===== src/rtl/instr_fetch_queue.sv =====
// Instruction prefetch queue: sequential fetch PC generation, credit-tracked requests,
// FWFT FIFO toward the decoder, redirect flush. Optional same-cycle bypass under IFQ_BYPASS_EN.
module instr_fetch_queue #(
  parameter int DEPTH     = 16,
  parameter int PTR_W     = 4,
  parameter int PC_W      = 32,
  parameter int INSTR_W   = 32,
  parameter int MAX_OUTST = 4,
  parameter logic [PC_W-1:0] RESET_PC = '0
) (
  input  logic               clk,
  input  logic               rst_n,
  input  logic               redirect_valid,
  input  logic [PC_W-1:0]    redirect_pc,
  output logic               fetch_req_valid,
  output logic [PC_W-1:0]    fetch_req_pc,
  input  logic               fetch_req_ready,
  input  logic               fetch_rsp_valid,
  input  logic [INSTR_W-1:0] fetch_rsp_instr,
  output logic               dc_valid,
  output logic [INSTR_W-1:0] dc_instr,
  output logic [PC_W-1:0]    dc_pc,
  input  logic               dc_ready,
  output logic [PTR_W:0]     count
);

  localparam int OW = $clog2(MAX_OUTST + 1);
  localparam int CW = PTR_W + 1;

  logic [PC_W-1:0]    mem_pc    [DEPTH];
  logic [INSTR_W-1:0] mem_instr [DEPTH];

  logic [PTR_W-1:0] head_reg, tail_reg;
  logic [CW-1:0]    count_reg;
  logic [PC_W-1:0]  req_pc_reg, rsp_pc_reg;
  logic [OW-1:0]    outst_reg, drop_reg;

  logic [31:0] occ;
  logic        req_fire, keep, byp_valid, byp_take, wr_en, rd_en, stored_valid;

  always_comb begin
    occ             = 32'(count_reg) + 32'(outst_reg);
    fetch_req_valid = !redirect_valid && (32'(outst_reg) < 32'(MAX_OUTST)) && (occ < 32'(DEPTH));
    fetch_req_pc    = req_pc_reg;
    req_fire        = fetch_req_valid && fetch_req_ready;
    // A response survives only when no discards are pending and no redirect is flushing it.
    keep            = fetch_rsp_valid && (drop_reg == '0) && !redirect_valid;
`ifdef IFQ_BYPASS_EN
    byp_valid       = keep && (count_reg == '0);
`else
    byp_valid       = 1'b0;
`endif
    byp_take        = byp_valid && dc_ready;
    wr_en           = keep && !byp_take;
    stored_valid    = (count_reg != '0);
    rd_en           = stored_valid && dc_ready && !redirect_valid;
    dc_valid        = stored_valid || byp_valid;
    dc_pc           = '0;
    dc_instr        = '0;
    if (stored_valid) begin
      dc_pc    = mem_pc[head_reg];
      dc_instr = mem_instr[head_reg];
    end else if (byp_valid) begin
      dc_pc    = rsp_pc_reg;
      dc_instr = fetch_rsp_instr;
    end
    count = count_reg;
  end

  // Storage carries no reset; dc_pc/dc_instr are gated to zero while empty.
  always_ff @(posedge clk) begin
    if (wr_en) begin
      mem_pc[tail_reg]    <= rsp_pc_reg;
      mem_instr[tail_reg] <= fetch_rsp_instr;
    end
  end

  always_ff @(posedge clk or negedge rst_n) begin
    if (!rst_n) begin
      head_reg   <= '0;
      tail_reg   <= '0;
      count_reg  <= '0;
      req_pc_reg <= RESET_PC;
      rsp_pc_reg <= RESET_PC;
      outst_reg  <= '0;
      drop_reg   <= '0;
    end else if (redirect_valid) begin
      head_reg   <= '0;
      tail_reg   <= '0;
      count_reg  <= '0;
      req_pc_reg <= redirect_pc;
      rsp_pc_reg <= redirect_pc;
      drop_reg   <= drop_reg + outst_reg - OW'(fetch_rsp_valid);
      outst_reg  <= outst_reg - OW'(fetch_rsp_valid);
    end else begin
      outst_reg <= outst_reg + OW'(req_fire) - OW'(fetch_rsp_valid);
      if (fetch_rsp_valid && (drop_reg != '0))
        drop_reg <= drop_reg - OW'(1);
      if (req_fire)
        req_pc_reg <= req_pc_reg + PC_W'(4);
      if (keep)
        rsp_pc_reg <= rsp_pc_reg + PC_W'(4);
      if (wr_en)
        tail_reg <= tail_reg + PTR_W'(1);
      if (rd_en)
        head_reg <= head_reg + PTR_W'(1);
      count_reg <= count_reg + CW'(wr_en) - CW'(rd_en);
    end
  end

endmodule


===== config.mk =====
export PLATFORM = sky130hd
export DESIGN_NAME = instr_fetch_queue
export DESIGN_NICKNAME = d
export VERILOG_FILES = /design/src/rtl/instr_fetch_queue.sv
export SDC_FILE = /design/constraint.sdc
export NUM_CORES = 1
export LEC_CHECK = 0
export ABC_CLOCK_PERIOD_IN_PS = 10900
export CORE_MARGIN = 2
export CORE_UTILIZATION = 41
export CTS_BUF_LIST = sky130_fd_sc_hd__clkbuf_4
export DETAILED_ROUTE_END_ITERATION = 10
export SLEW_MARGIN = 20
export SYNTH_ARGS = -nofsm -noshare
export SYNTH_HDL_FRONTEND = slang
export SYNTH_SLANG_ARGS = --single-unit

===== constraint.sdc =====
create_clock -name clk -period 10.9 [get_ports clk]
set_input_delay 2.18 -clock clk [delete_from_list [all_inputs] [get_ports clk]]
set_output_delay 2.18 -clock clk [all_outputs]
set_load 0.005 [all_outputs]

; After elaboration in Yosys (flattened, before gate mapping)
; Memories as Yosys holds them, arrays and structs flattened.
; Cells that the tools add are included.
[word_totals]
n_memories = 2
inputBits = 70
ff_bits = 83
elab_cells = 56
ramBits = 1024
output_inout_bits = 103
[memory_table]
columns = name, depth, width, read_ports, rd_clocked_by_memory_dff, wr, line
row1 = mem_instr, 16, 32, 1, 0, 1, 31  ; logic [INSTR_W-1:0] mem_instr [DEPTH];
row2 = mem_pc, 16, 32, 1, 0, 1, 30  ; logic [PC_W-1:0] mem_pc [DEPTH];
[op_classes]
reduce_logical = 16
n_mux = 16
magnitude_cmp = 2
add_sub_neg = 13
[ops]
columns = operator, count
row1 = 2-to-1 mux 32 bit, 6
row2 = "adder 32 x 3 -> 32 bit, second input constant", 2
row3 = 2-to-1 mux 4 bit, 4
row4 = 2-to-1 mux 3 bit, 3
row5 = subtractor 3 x 1 -> 3 bit, 3
row6 = "adder 4 x 1 -> 4 bit, second input constant", 2
row7 = logical AND 1 bit, 8
row8 = nonzero test 2 bit, 4
row9 = adder 5 x 3 -> 6 bit, 1
row10 = "less-than comparator 6 x 5 -> 1 bit, second input constant", 1
row11 = adder 5 x 1 -> 5 bit, 1
row12 = 2-to-1 mux 5 bit, 1
row13 = nonzero test 5 bit, 1
row14 = subtractor 5 x 1 -> 5 bit, 1
row15 = adder 3 x 1 -> 3 bit, 1
row16 = adder 3 bit, 1
row17 = zero test 3 bit, 1
row18 = "less-than comparator 3 bit, second input constant", 1
row19 = nonzero test 3 bit, 1
row20 = "subtractor 3 x 1 -> 3 bit, second input constant", 1
row21 = 2-to-1 mux 1 bit, 2
row22 = zero test 1 bit, 1

; Longest topological paths before layout
[depth]
word_depth = 7
ltp_mapped = 14
depth_no_buf = 14

; Least setup slack after synthesis
; No wires, ideal clock.
[synth_timing]
kind = input to register
from = input port redirect_valid
to = memory mem_instr[0][0], enable pin
arrival_time_ns = 5.677
cell_stages = 4
path_slack_ns = 4.737
setup_ns = 0.486
required_time_ns = 10.414
n_path_buf = 2
path_cell_list = clkbuf_1 > clkbuf_1 > or3_1 > nor2_1
[synth_via]
elab_chain_len = 4
[synth_rtl]
columns = element, line
row1 = from (decl), 13  ; input logic redirect_valid,
row2 = zero test 1 bit, 47  ; keep = fetch_rsp_valid && (drop_reg == '0) && !redirect_valid;
row3 = logical AND 1 bit, 47
row4 = 2-to-1 mux 1 bit, 72  ; if (wr_en) begin
row5 = 2-to-1 mux 1 bit (implied by the code), 74  ; mem_instr[tail_reg] <= fetch_rsp_instr;
row6 = to (decl), 31
; No other way between the ends.

; Final worst setup path
[layout_timing]
from = register head_reg[0]
to = output port dc_pc[16]
[layout_via]
elab_chain_len = 2
[layout_rtl]
columns = element, line
row1 = from (decl), 33  ; logic [PTR_W-1:0] head_reg, tail_reg;
row2 = from (signal assigned), 106  ; head_reg <= head_reg + PTR_W'(1);
row3 = memory (16 x 32 bit), n/a
row4 = 2-to-1 mux 32 bit, 60  ; if (stored_valid) begin
row5 = to (decl), 22  ; output logic [PC_W-1:0] dc_pc,
; No other way between the ends.

==> summary.md <==
| Metric | Value |
|---|---|
| Remaining DRCs | `0` |
| DIE AREA | `109000 µm²` |
| Critical setup path kind | `reg -> out` |
| Most frequent CP cell | `mux4_2` |
| F_max | `0.148 GHz` |
| Nets@finish | `2548` |
| Starting Density | `41.4%` |
| Critical Path RT | `8720 ps` |
| Die X | `331 µm` |
| Cts hold-fix bufs | `0` |
| Final min period | `6740 ps` |
| Vias in the first global route | `24.2k` |
| CTS Buf Count | `303` |
| CP peak stage delay | `810 ps` |
| DPL Wire Length | `52400 µm` |
| H-tree levels | `5` |
| Outcome | `finished clean` |
| Maxcap violations | `0` |
| Die height | `331 µm` |
| Critical path capture point type | `primary output` |
| Overflow after GRT | `0` |
| Core area | `106000 µm²` |
| Post-synthesis sequential area ratio | `75.0%` |
| Asr flop ratio synth | `7.50%` |
| Slew margin rel. | `25.4%` |
| Clock latency on the worst-skew pair | `1130 ps` |
| Row cnt | `119` |
| Biggest regs | `mem_instr (512), mem_pc (512)` |
| Drt pass-1 iters | `5` |
| Area Growth Syn to Fin | `16.2%` |
| Crit path arrival time | `4560 ps` |
| First-pass GRT wire length | `150000 µm` |
| Slowest cell on the critical path | `dfrtp_4` |
| Layout cells sized above 1 | `32.3%` |
| Final hold violations | `0` |
| Yosys warnings | `0` |
| Fin util | `48.2%` |
| Via count | `22.2k` |
| Avg WL per Cell | `25.2 µm` |
| Commonest cells after routing, fill and taps aside | `edfxtp_1 (1024), clkbuf_4 (425), mux4_2 (320)` |
| CTS tree | `done` |
| Commonest non-fill, non-tap cell in the layout | `edfxtp_1` |
| CTS Root Cell | `clkbuf_4` |
| Total routed wirelength | `102000 µm` |
| Lkg Pwr | `16.0 nW` |
| Fin. max-slew vios | `0` |
| #FFs+latches synth | `1107` |
| GPL Wtd Cong | `0.773` |
| Final ANT Viol Nets | `0` |
| GRT Resource Usage Total | `18.9%` |
| Post-Syn Nets | `2132` |
| CTS Buffer Depth | `4` |
| Avg Inst Size Synth | `21.5 µm²` |
| Cell variety after synth | `58` |
| Count of flip-flops with a built-in enable after synthesis | `1024` |
| Startpoint types | `flop` |
| 1st-iter DRT viols | `1758` |
| Initial antenna violation count | `5` |
| Mapped Area | `43700 µm²` |
| Worst Skew | `124 ps` |
| Pin count of the biggest net entering global routing | `167` |
| Sequence of cells on the critical path | `buf_12, mux4_2, mux4_2, and2_1, clkdlybuf4s50_1` |
| CP max FO | `108` |
| Primary FF master, synth | `edfxtp_1` |
| Cells after synthesis | `2034` |
| RSZ-0062 raised after global routing | `no` |
| Sum Neg Setup Slack | `0 ps` |
| Worst Tran Pin Value | `1120 ps` |
| Post-cts sizing count | `0` |
| Vias/cell | `5.52` |
| Clk sinks | `1107` |
| Setup bufs post-CTS | `0` |
| PortBufs | `172` |
| Final setup fails | `0` |
| Max rail drop VDD | `0.161 mV` |
| Fin crit share | `61.8%` |
| Cell Pwr Density | `204 nW/µm²` |
| CTS clk-pin slew, worst paths | `70 ps` |
| Hold Path Class | `reg -> reg` |
| Boundary Pins | `173` |
| Fill cell count | `8716` |
==> metrics by stage <==
step	instances	instance area (µm²)	total power, mW	setup WS [ps]	hold WS [ps]
after floorplan	2034	43700	6.20	4740	468
after global placement	3534	47200	7.02	5120	495
after detailed placement	3535	47300	7.05	5090	495
after CTS	4023	50800	10.6	3870	505
after global routing	4025	50800	10.9	3850	531
final	4027	50800	10.4	4160	499
==> cells in the mapped netlist, drive strengths merged (2+ instances only) <==
| master | count | area share, % |
|---|---|---|
| fa | 3 | 0.14 |
| xnor2 | 35 | 0.70 |
| or3 | 13 | 0.19 |
| xor2 | 12 | 0.24 |
| nor2b | 3 | 0.043 |
| o31ai | 4 | 0.069 |
| nand3 | 23 | 0.26 |
| a31oi | 14 | 0.20 |
| o31a | 13 | 0.27 |
| nor4 | 17 | 0.24 |
| nand2 | 35 | 0.30 |
| nand4 | 15 | 0.25 |
| a21oi | 25 | 0.31 |
| dfrtp | 83 | 4.7 |
| and3 | 6 | 0.086 |
| nor2 | 60 | 0.51 |
| o21ai | 20 | 0.23 |
| mux2i | 3 | 0.069 |
| clkbuf | 53 | 0.46 |
| o2111ai | 3 | 0.074 |
| mux2 | 10 | 0.26 |
| a21o | 2 | 0.034 |
| ha | 25 | 0.72 |
| or2 | 2 | 0.029 |
| buf | 48 | 0.51 |
| mux4 | 320 | 16 |
| o211ai | 5 | 0.097 |
| and4 | 5 | 0.10 |
| or4 | 6 | 0.10 |
| edfxtp | 1024 | 70 |
| nand2b | 10 | 0.14 |
| inv | 36 | 0.31 |
| nor3 | 16 | 0.18 |
| a21boi | 9 | 0.15 |
| and2 | 65 | 0.93 |
==> final timing paths <==
path | depth (start not counted) | end | start | slack (ps)
setup / recovery | 5 | dc_pc[16] | head_reg[0] | 4160
hold / removal | 1 | drop_reg[2] | drop_reg[2] | 500
setup reg to reg | 15 | count[4] | count[3] | 6960
hold reg to reg | 1 | drop_reg[2] | drop_reg[2] | 500
max in group asynchronous | 2 | head_reg[2] | rst_n | 8550
min in group asynchronous | 1 | rsp_pc_reg[1] | rst_n | 960
==> power by group <==
| group | internal (mW) | leakage, nW | switching (mW) |
|---|---|---|---|
| combinational | 1.11 | 3.75 | 0.882 |
| sequential | 4.75 | 10.1 | 0.169 |
| clock | 1.87 | 2.14 | 1.61 |
| total | 7.73 | 16.0 | 2.67 |
==> per-layer routing <==
| layer | global-route usage (%) | share of wire (%) | routed length [µm] | vias up |
|---|---|---|---|---|
| met2 | 30.6 | 50 | 50600 | 775 |
| met3 | 4.87 | 6.9 | 6960 | 158 |
| li1 | - | - | - | 9477 |
| met5 | 0 | 0.021 | 21 | - |
| met4 | 6.47 | 1.8 | 1850 | 4 |
| met1 | 24.9 | 41 | 42100 | 11808 |
==> area by class of cell <==
| cell class | instances | area, µm² | share of cell area (%) |
|---|---|---|---|
| flip-flops and latches | 1107 | 32800 | 64.6 |
| multi-input cells | 790 | 10500 | 20.6 |
| clock buffers | 425 | 3190 | 6.28 |
| repair buffers | 212 | 2080 | 4.08 |
| well taps | 1391 | 1740 | 3.42 |
| clock inverters | 63 | 358 | 0.704 |
| inverters | 36 | 135 | 0.266 |
| diodes | 3 | 7.51 | 0.0148 |
==> kinds of logic after synthesis <==
logic type,synth area share (%)
fa+ha+maj,0.852
buf+inv,1.28
compound gates,1.57
mux,16.8
simple gates,3.51
flops,75.0
xor+xnor,0.941
==> critical path, delay by kind of cell, from the launching register on <==
kind          cells  cell delay [ps]
mux               2             1140
flops             1              810
simple gates      1              180
buf+inv           2             1300
Note: power is estimated with default switching activity, not from simulation.
